**src/rtl/pio_pkg.sv**
```systemverilog
// Shared definitions for the PIO loader: command codes, sequencer states and
// the bit layout of a configuration table entry.
package pio_pkg;

    localparam logic [3:0] ACT_NONE  = 4'd0;
    localparam logic [3:0] ACT_INSTR = 4'd1;
    localparam logic [3:0] ACT_PUSH  = 4'd4;

    localparam int CONF_MIDX = 36;
    localparam int CONF_ACT  = 32;
    localparam int CONF_DATA = 0;

    typedef enum logic [2:0] {
        LD_IDLE  = 3'd0,
        LD_PROG  = 3'd1,
        LD_CONF  = 3'd2,
        LD_DRAIN = 3'd3,
        LD_RUN   = 3'd4
    } ld_state_t;

    function automatic logic [15:0] sat_inc16(input logic [15:0] value);
        if (value == 16'hFFFF) begin
            sat_inc16 = value;
        end else begin
            sat_inc16 = value + 16'd1;
        end
    endfunction

endpackage

```
**src/rtl/pio_loader.sv**
```systemverilog
// Sequencer in front of the pio command port: streams program words, then the
// configuration table, then pushes a valid/ready byte stream into one TX FIFO.
module pio_loader
    import pio_pkg::*;
#(
    parameter int PROG_LEN   = 32,
    parameter int CONF_LEN   = 6,
    parameter int STREAM_SM  = 0,
    parameter int PUSH_GAP   = 2,
    parameter bit AUTO_START = 1'b1
) (
    input  logic        clk,
    input  logic        n_reset,
    input  logic        start,
    output logic [4:0]  prog_addr,
    input  logic [15:0] prog_data,
    output logic [4:0]  conf_addr,
    input  logic [37:0] conf_data,
    input  logic [7:0]  s_data,
    input  logic        s_valid,
    output logic        s_ready,
    input  logic [3:0]  tx_full,
    output logic [3:0]  action,
    output logic [4:0]  index,
    output logic [31:0] din,
    output logic [1:0]  mindex,
    output logic        busy,
    output logic        loaded,
    output logic [15:0] stall_cnt
);

    localparam logic [4:0] PROG_LAST  = 5'(PROG_LEN - 1);
    localparam logic [4:0] CONF_LAST  = 5'(CONF_LEN - 1);
    localparam logic [1:0] SM_IDX     = 2'(STREAM_SM);
    localparam logic [7:0] GAP_LOAD   = 8'(PUSH_GAP);
    localparam logic [1:0] DRAIN_LAST = 2'd2;

    ld_state_t   state_r, state_s;
    logic [4:0]  prog_addr_r, prog_addr_s;
    logic [4:0]  conf_addr_r, conf_addr_s;
    logic        prog_vld_r, prog_vld_s;
    logic        conf_vld_r, conf_vld_s;
    logic [4:0]  prog_idx_r;
    logic [1:0]  drain_r, drain_s;
    logic [7:0]  gap_r, gap_s;
    logic        auto_r;
    logic        go_s;
    logic        accept_s;
    logic        stream_full_s;
    logic        tx_full_unused_s;

    logic [3:0]  action_r, action_s;
    logic [4:0]  index_r, index_s;
    logic [31:0] din_r, din_s;
    logic [1:0]  mindex_r, mindex_s;
    logic        busy_r, busy_s;
    logic        loaded_r, loaded_s;
    logic [15:0] stall_r, stall_s;

    // Only the streamed SM's full flag matters; the others are reduced away.
    assign stream_full_s    = tx_full[SM_IDX];
    assign tx_full_unused_s = ^tx_full;

    // A load is honoured from IDLE (start or auto-start) and from RUN (start only).
    assign go_s = ((state_r == LD_IDLE) && (start || auto_r)) ||
                  ((state_r == LD_RUN) && start);

    // start masks s_ready in the same cycle so no byte is taken just before a reload.
    assign accept_s = (state_r == LD_RUN) && s_valid && !stream_full_s &&
                      (gap_r == 8'd0) && !start;

    // Next-state logic and memory address sequencing.
    always_comb begin
        state_s     = state_r;
        prog_addr_s = prog_addr_r;
        conf_addr_s = conf_addr_r;
        prog_vld_s  = 1'b0;
        conf_vld_s  = 1'b0;
        drain_s     = drain_r;
        case (state_r)
            LD_IDLE: begin
                if (go_s) begin
                    state_s     = LD_PROG;
                    prog_addr_s = 5'd0;
                end else begin
                    state_s = LD_IDLE;
                end
            end
            LD_PROG: begin
                prog_vld_s = 1'b1;
                if (prog_addr_r == PROG_LAST) begin
                    prog_addr_s = 5'd0;
                    conf_addr_s = 5'd0;
                    state_s     = LD_CONF;
                end else begin
                    prog_addr_s = prog_addr_r + 5'd1;
                end
            end
            LD_CONF: begin
                conf_vld_s = 1'b1;
                if (conf_addr_r == CONF_LAST) begin
                    conf_addr_s = 5'd0;
                    drain_s     = 2'd0;
                    state_s     = LD_DRAIN;
                end else begin
                    conf_addr_s = conf_addr_r + 5'd1;
                end
            end
            LD_DRAIN: begin
                // Covers the read latency of the last entry plus one idle command slot.
                if (drain_r == DRAIN_LAST) begin
                    state_s = LD_RUN;
                end else begin
                    drain_s = drain_r + 2'd1;
                end
            end
            LD_RUN: begin
                if (go_s) begin
                    state_s     = LD_PROG;
                    prog_addr_s = 5'd0;
                end else begin
                    state_s = LD_RUN;
                end
            end
            default: begin
                state_s     = LD_IDLE;
                prog_addr_s = 5'd0;
                conf_addr_s = 5'd0;
                drain_s     = 2'd0;
            end
        endcase
    end

    // Command selection: read data is tagged valid one cycle after its address.
    always_comb begin
        action_s = ACT_NONE;
        index_s  = 5'd0;
        din_s    = 32'd0;
        mindex_s = 2'd0;
        if (prog_vld_r) begin
            action_s = ACT_INSTR;
            index_s  = prog_idx_r;
            din_s    = {16'h0000, prog_data};
        end else if (conf_vld_r) begin
            action_s = conf_data[CONF_ACT +: 4];
            din_s    = conf_data[CONF_DATA +: 32];
            mindex_s = conf_data[CONF_MIDX +: 2];
        end else if (accept_s) begin
            action_s = ACT_PUSH;
            din_s    = {24'h000000, s_data};
            mindex_s = SM_IDX;
        end else begin
            action_s = ACT_NONE;
        end
    end

    // Status flags follow the next state; inter-push gap and stall counter.
    always_comb begin
        if ((state_s == LD_PROG) || (state_s == LD_CONF) || (state_s == LD_DRAIN)) begin
            busy_s = 1'b1;
        end else begin
            busy_s = 1'b0;
        end
        loaded_s = (state_s == LD_RUN);
        if (accept_s) begin
            gap_s = GAP_LOAD;
        end else if (gap_r != 8'd0) begin
            gap_s = gap_r - 8'd1;
        end else begin
            gap_s = gap_r;
        end
        if (go_s) begin
            stall_s = 16'd0;
        end else if ((state_r == LD_RUN) && s_valid && stream_full_s) begin
            stall_s = sat_inc16(stall_r);
        end else begin
            stall_s = stall_r;
        end
    end

    // Sequencer state, address counters and read-valid tags.
    always_ff @(posedge clk or negedge n_reset) begin
        if (!n_reset) begin
            state_r     <= LD_IDLE;
            prog_addr_r <= 5'd0;
            conf_addr_r <= 5'd0;
            prog_vld_r  <= 1'b0;
            conf_vld_r  <= 1'b0;
            prog_idx_r  <= 5'd0;
            drain_r     <= 2'd0;
            gap_r       <= 8'd0;
            auto_r      <= AUTO_START;
        end else begin
            state_r     <= state_s;
            prog_addr_r <= prog_addr_s;
            conf_addr_r <= conf_addr_s;
            prog_vld_r  <= prog_vld_s;
            conf_vld_r  <= conf_vld_s;
            prog_idx_r  <= prog_addr_r;
            drain_r     <= drain_s;
            gap_r       <= gap_s;
            auto_r      <= 1'b0;
        end
    end

    // Registered command and status outputs.
    always_ff @(posedge clk or negedge n_reset) begin
        if (!n_reset) begin
            action_r <= ACT_NONE;
            index_r  <= 5'd0;
            din_r    <= 32'd0;
            mindex_r <= 2'd0;
            busy_r   <= 1'b0;
            loaded_r <= 1'b0;
            stall_r  <= 16'd0;
        end else begin
            action_r <= action_s;
            index_r  <= index_s;
            din_r    <= din_s;
            mindex_r <= mindex_s;
            busy_r   <= busy_s;
            loaded_r <= loaded_s;
            stall_r  <= stall_s;
        end
    end

    assign prog_addr = prog_addr_r;
    assign conf_addr = conf_addr_r;
    assign s_ready   = accept_s;
    assign action    = action_r;
    assign index     = index_r;
    assign din       = din_r;
    assign mindex    = mindex_r;
    assign busy      = busy_r;
    assign loaded    = loaded_r;
    assign stall_cnt = stall_r;

endmodule

```
**config.mk**
```make
export PLATFORM = sky130hd
export DESIGN_NAME = pio_loader
export DESIGN_NICKNAME = d
export VERILOG_FILES = /design/src/rtl/pio_pkg.sv /design/src/rtl/pio_loader.sv
export SDC_FILE = /design/constraint.sdc
export NUM_CORES = 1
export LEC_CHECK = 0
export BUFFER_PORTS_ARGS = -buffer_cell sky130_fd_sc_hd__buf_2
export CORE_UTILIZATION = 53
export DETAILED_ROUTE_END_ITERATION = 10
export PLACE_DENSITY = 0.81
export SETUP_SLACK_MARGIN = 0.02
export SKIP_LAST_GASP = 1
export SLEW_MARGIN = 5
export SYNTH_ARGS = -nofsm -noshare
export SYNTH_HDL_FRONTEND = slang
export SYNTH_SLANG_ARGS = --single-unit
```
**constraint.sdc**
```tcl
create_clock -name clk -period 3.2 [get_ports clk]
set_clock_uncertainty 0.2 [all_clocks]
set_input_delay 0.32 -clock clk [delete_from_list [all_inputs] [get_ports clk]]
set_output_delay 0.32 -clock clk [all_outputs]
set_load 0.03 [all_outputs]
```
==> flow_summary.yaml <==
clock_tree:
  root_buffer: "clkbuf_8"
  cts_buffers: 9
  clock_latency_ps: 350
  ctsHtreeMaxLevel: 3
  clk_path_buf_depth: 2
  cts_repair_resize_count: 0
  cts.sinks: 92
  clkTransAtPathRegs_ps: 90
  cts_tree: "done"
global_routing:
  grt_pass1_vias: 3210
  grt_use_total_pct: 25.6
  grt_first_pass_wirelength_mm: 15.1
  grt_overflow: 0
  grt_max_degree: 43
  antenna_found_initial: 0
power:
  seqPwrFrac_pct: 47.0
  clkPwrFrac_pct: 22.7
  peakVddDrop_uv: 403
  internal_power_mw: 2.07
  cellLeakagePower_nw: 2.64
  powerDensity_nw_per_um2: 614
  finalPower_mw: 3.26
  p_sw_share_pct: 36.5
  comb_power_share_pct: 30.3
  power.switching_mw: 1.19
place:
  numPortBuffers: 138
  gp_congestion: 0.809
  hpwlAfterDp_mm: 6.08
  dpl_cell_area_um2: 4730
  place_inst: 583
yosys:
  ys.flop_type: "dfrtp_1"
  yosys.cell_types.count: 48
  synth_seq_area_share_pct: 58.6
  synth_compound_area_share_pct: 13.4
  ys_ff_latch: 92
  synthMuxAreaShare_pct: 2.10
  netlist_instances: 355
  yosys.area_share.simple_pct: 20.9
  synth.net_count: 432
  synth_area_um2: 3930
  synth_edf_count: 0
  syn_avg_cell_area_um2: 11.1
  synthAdderAreaFrac_pct: 2.23
  synth_xor_area_share_pct: 0.223
  synth_warnings: 0
  synthArstFlopShare_pct: 100
  synth_top_family_by_area: "simple AND/OR/NAND/NOR gates"
die:
  die_w_um: 88.1
  die-area_um2: 7760
  rows: 31
  coreArea_um2: 7210
  io_pins: 142
  die_height_um: 88.1
  start_util_pct: 54.5
sta:
  finalSetupViolCount: 0
  max_slew_margin_pct: 37.3
  fin_crit_sh_pct: 76.9
  final.min_clock_period_ps: 2460
  rsz0062_at_grt: "false"
  worst_pin_slew_ps: 928
  slew_violations: 0
  hold_viol_final: 0
  max_freq_mhz: 407
  tns_ps: 0
critical_path:
  worst-endpoint-required_ps: 2680
  arrival_ps: 1940
  cpLargestDelayFamily: "simple AND/OR/NAND/NOR gates"
  cp_num_buf_inv: 3
  crit_path_top_delay_cell: "nor3b_1"
  slowest_delay_ps: 410
  path_common_cell: "inv_1"
  end_kind: "output port"
  cp_cell_sequence: "inv_1 -> ha_1 -> nor3b_1 -> nand4_1 -> inv_1 -> buf_2"
  critPathLaunchType: "flip-flop"
  critPathKind: "flip-flop to output port"
  critPathMaxFanout: 4
route:
  final_antenna_net_count: 0
  drcViolationCount: 0
  vias: 3454
  first_iter_violations: 204
  wl_mm: 9.77
  wire_per_inst_um: 15.3
  vias_per_cell: 5.41
  drt_first_pass_iters: 4
run_status:
  status: "finished, final reports clean"
worst_hold_path:
  hp-class: "primary input to flip-flop"
cells_and_area:
  final_cells: 638
  drive_gt1_share_pct: 32.1
  finalInstanceArea_um2: 5320
  final_util_pct: 73.7
  diodes: 0
  syn2layout_area_growth_pct: 35.2
  final_nets: 611
job:
  maxCapViolCount: 0
[Yosys cell counts (2+ instances only)]
cell type | n | share of area, %
a21o_1 | 5 | 0.96
a21oi_1 | 12 | 1.5
a22o_1 | 10 | 2.2
a22oi_1 | 8 | 1.5
and2_1 | 26 | 4.1
and3_1 | 2 | 0.32
clkbuf_1 | 13 | 1.2
dfrtp_1 | 91 | 58
ha_1 | 7 | 2.2
inv_1 | 10 | 0.96
mux2_2 | 2 | 0.57
mux2i_1 | 6 | 1.5
nand2_1 | 25 | 2.4
nand2b_1 | 14 | 2.2
nand3_1 | 9 | 1.1
nand4_1 | 7 | 1.1
nor2_1 | 8 | 0.76
nor2b_1 | 5 | 0.80
nor3_1 | 9 | 1.1
nor4_1 | 8 | 1.3
o211ai_1 | 2 | 0.38
o21ai_0 | 26 | 3.3
o22ai_1 | 4 | 0.64
o31ai_1 | 7 | 1.3
o41ai_1 | 2 | 0.45
or2_2 | 3 | 0.48
or3_1 | 5 | 0.80
or3b_2 | 2 | 0.45
or4_1 | 7 | 1.3
or4_4 | 2 | 0.57
[sequential cells by signal, summed over array words and instances (netlist names)]
name,cells
busy,1
stall_cnt,16
prog_vld_r,1
action,4
gap_r,8
loaded,1
prog_idx_r,5
drain_r,2
mindex,2
conf_vld_r,1
index,5
prog_addr,5
conf_addr,5
state_r,3
auto_r,1
din,32
[power by group through the flow]
| stage | logic (mW) | clock network (mW) | registers (mW) |
|---|---|---|---|
| 2_1_floorplan | 0.431 | 0 | 1.73 |
| 3_3_place_gp | 0.902 | 0 | 1.54 |
| 3_5_place_dp | 0.927 | 0 | 1.55 |
| 4_1_cts | 0.987 | 0.765 | 1.53 |
| 5_1_grt | 1.09 | 0.808 | 1.56 |
| 6_report | 0.988 | 0.742 | 1.53 |
[worst paths after layout]
check	start	end	cells after the start	slack, ps
hold reg to reg	prog_addr[3]	prog_idx_r[3]	0	250
max in group asynchronous	n_reset	action[3]	3	1730
setup / recovery	gap_r[0]	s_ready	6	740
min in group asynchronous	n_reset	index[4]	2	300
setup reg to reg	prog_addr[0]	prog_addr[3]	7	860
hold / removal	conf_data[34]	action[2]	3	10
[area by class of cell]
cell class / instances / area, µm²
clock inverters: 7 / 66.3
clock buffers: 9 / 124
well taps: 99 / 124
multi-input cells: 238 / 1530
repair buffers: 183 / 1130
fillers: 515 / 1900
inverters: 10 / 37.5
flip-flops and latches: 92 / 2300
[cell families (layout without fill, tap and decap cells)]
| kind of cell | count (synthesis) | after routing |
|---|---|---|
| mux | 8 | 8 |
| other cells | 1 | 1 |
| xor+xnor | 1 | 1 |
| buf+inv | 25 | 209 |
| flops | 92 | 92 |
| simple gates | 140 | 140 |
| compound gates | 81 | 81 |
| fa+ha+maj | 7 | 7 |
[metrics by stage]
| stage | hold WS (ps) | setup slack [ps] |
|---|---|---|
| after detailed placement | 139 | 888 |
| after CTS | 1.82 | 719 |
| after global routing | 1.55 | 593 |
| after floorplan | -176 | 912 |
| final | 13.9 | 741 |
| after global placement | 135 | 939 |
[tightest hold or removal path, stage by stage]
cell	delay [ps]
buf_2	100
nand2_1	50
a21oi_1	50
[what timing repair did]
action                    in CTS  in global routing
hold endpoints to repair      69                  0
hold buffers                  39                  0
setup buffers                  0                  0
[cell usage in the layout, fill, tap and decap left out, types with 2 or more instances in the layout]
master / instances
a21o_1: 5
a21oi_1: 12
a22o_1: 10
a22oi_1: 8
and2_1: 26
and3_1: 2
buf_2: 137
buf_4: 7
clkbuf_8: 9
clkinvlp_4: 2
dfrtp_1: 91
dlygate4sd3_1: 39
ha_1: 7
inv_1: 10
inv_8: 3
mux2_2: 2
mux2i_1: 6
nand2_1: 25
nand2b_1: 14
nand3_1: 9
nand4_1: 7
nor2_1: 8
nor2b_1: 4
nor3_1: 9
nor4_1: 8
o211ai_1: 2
o21ai_0: 26
o22ai_1: 4
o31ai_1: 7
o41ai_1: 2
or2_2: 3
or3_1: 5
or3b_2: 2
or4_1: 7
or4_4: 2
[per-layer routing]
metal,global-route usage (%),vias up,wire [µm]
met2,42.9,152,4900
met5,0,-,0
met1,31.7,1628,3920
met3,4.71,31,595
li1,-,1643,-
met4,13.5,0,350
Note: power is estimated with default switching activity, not from simulation.
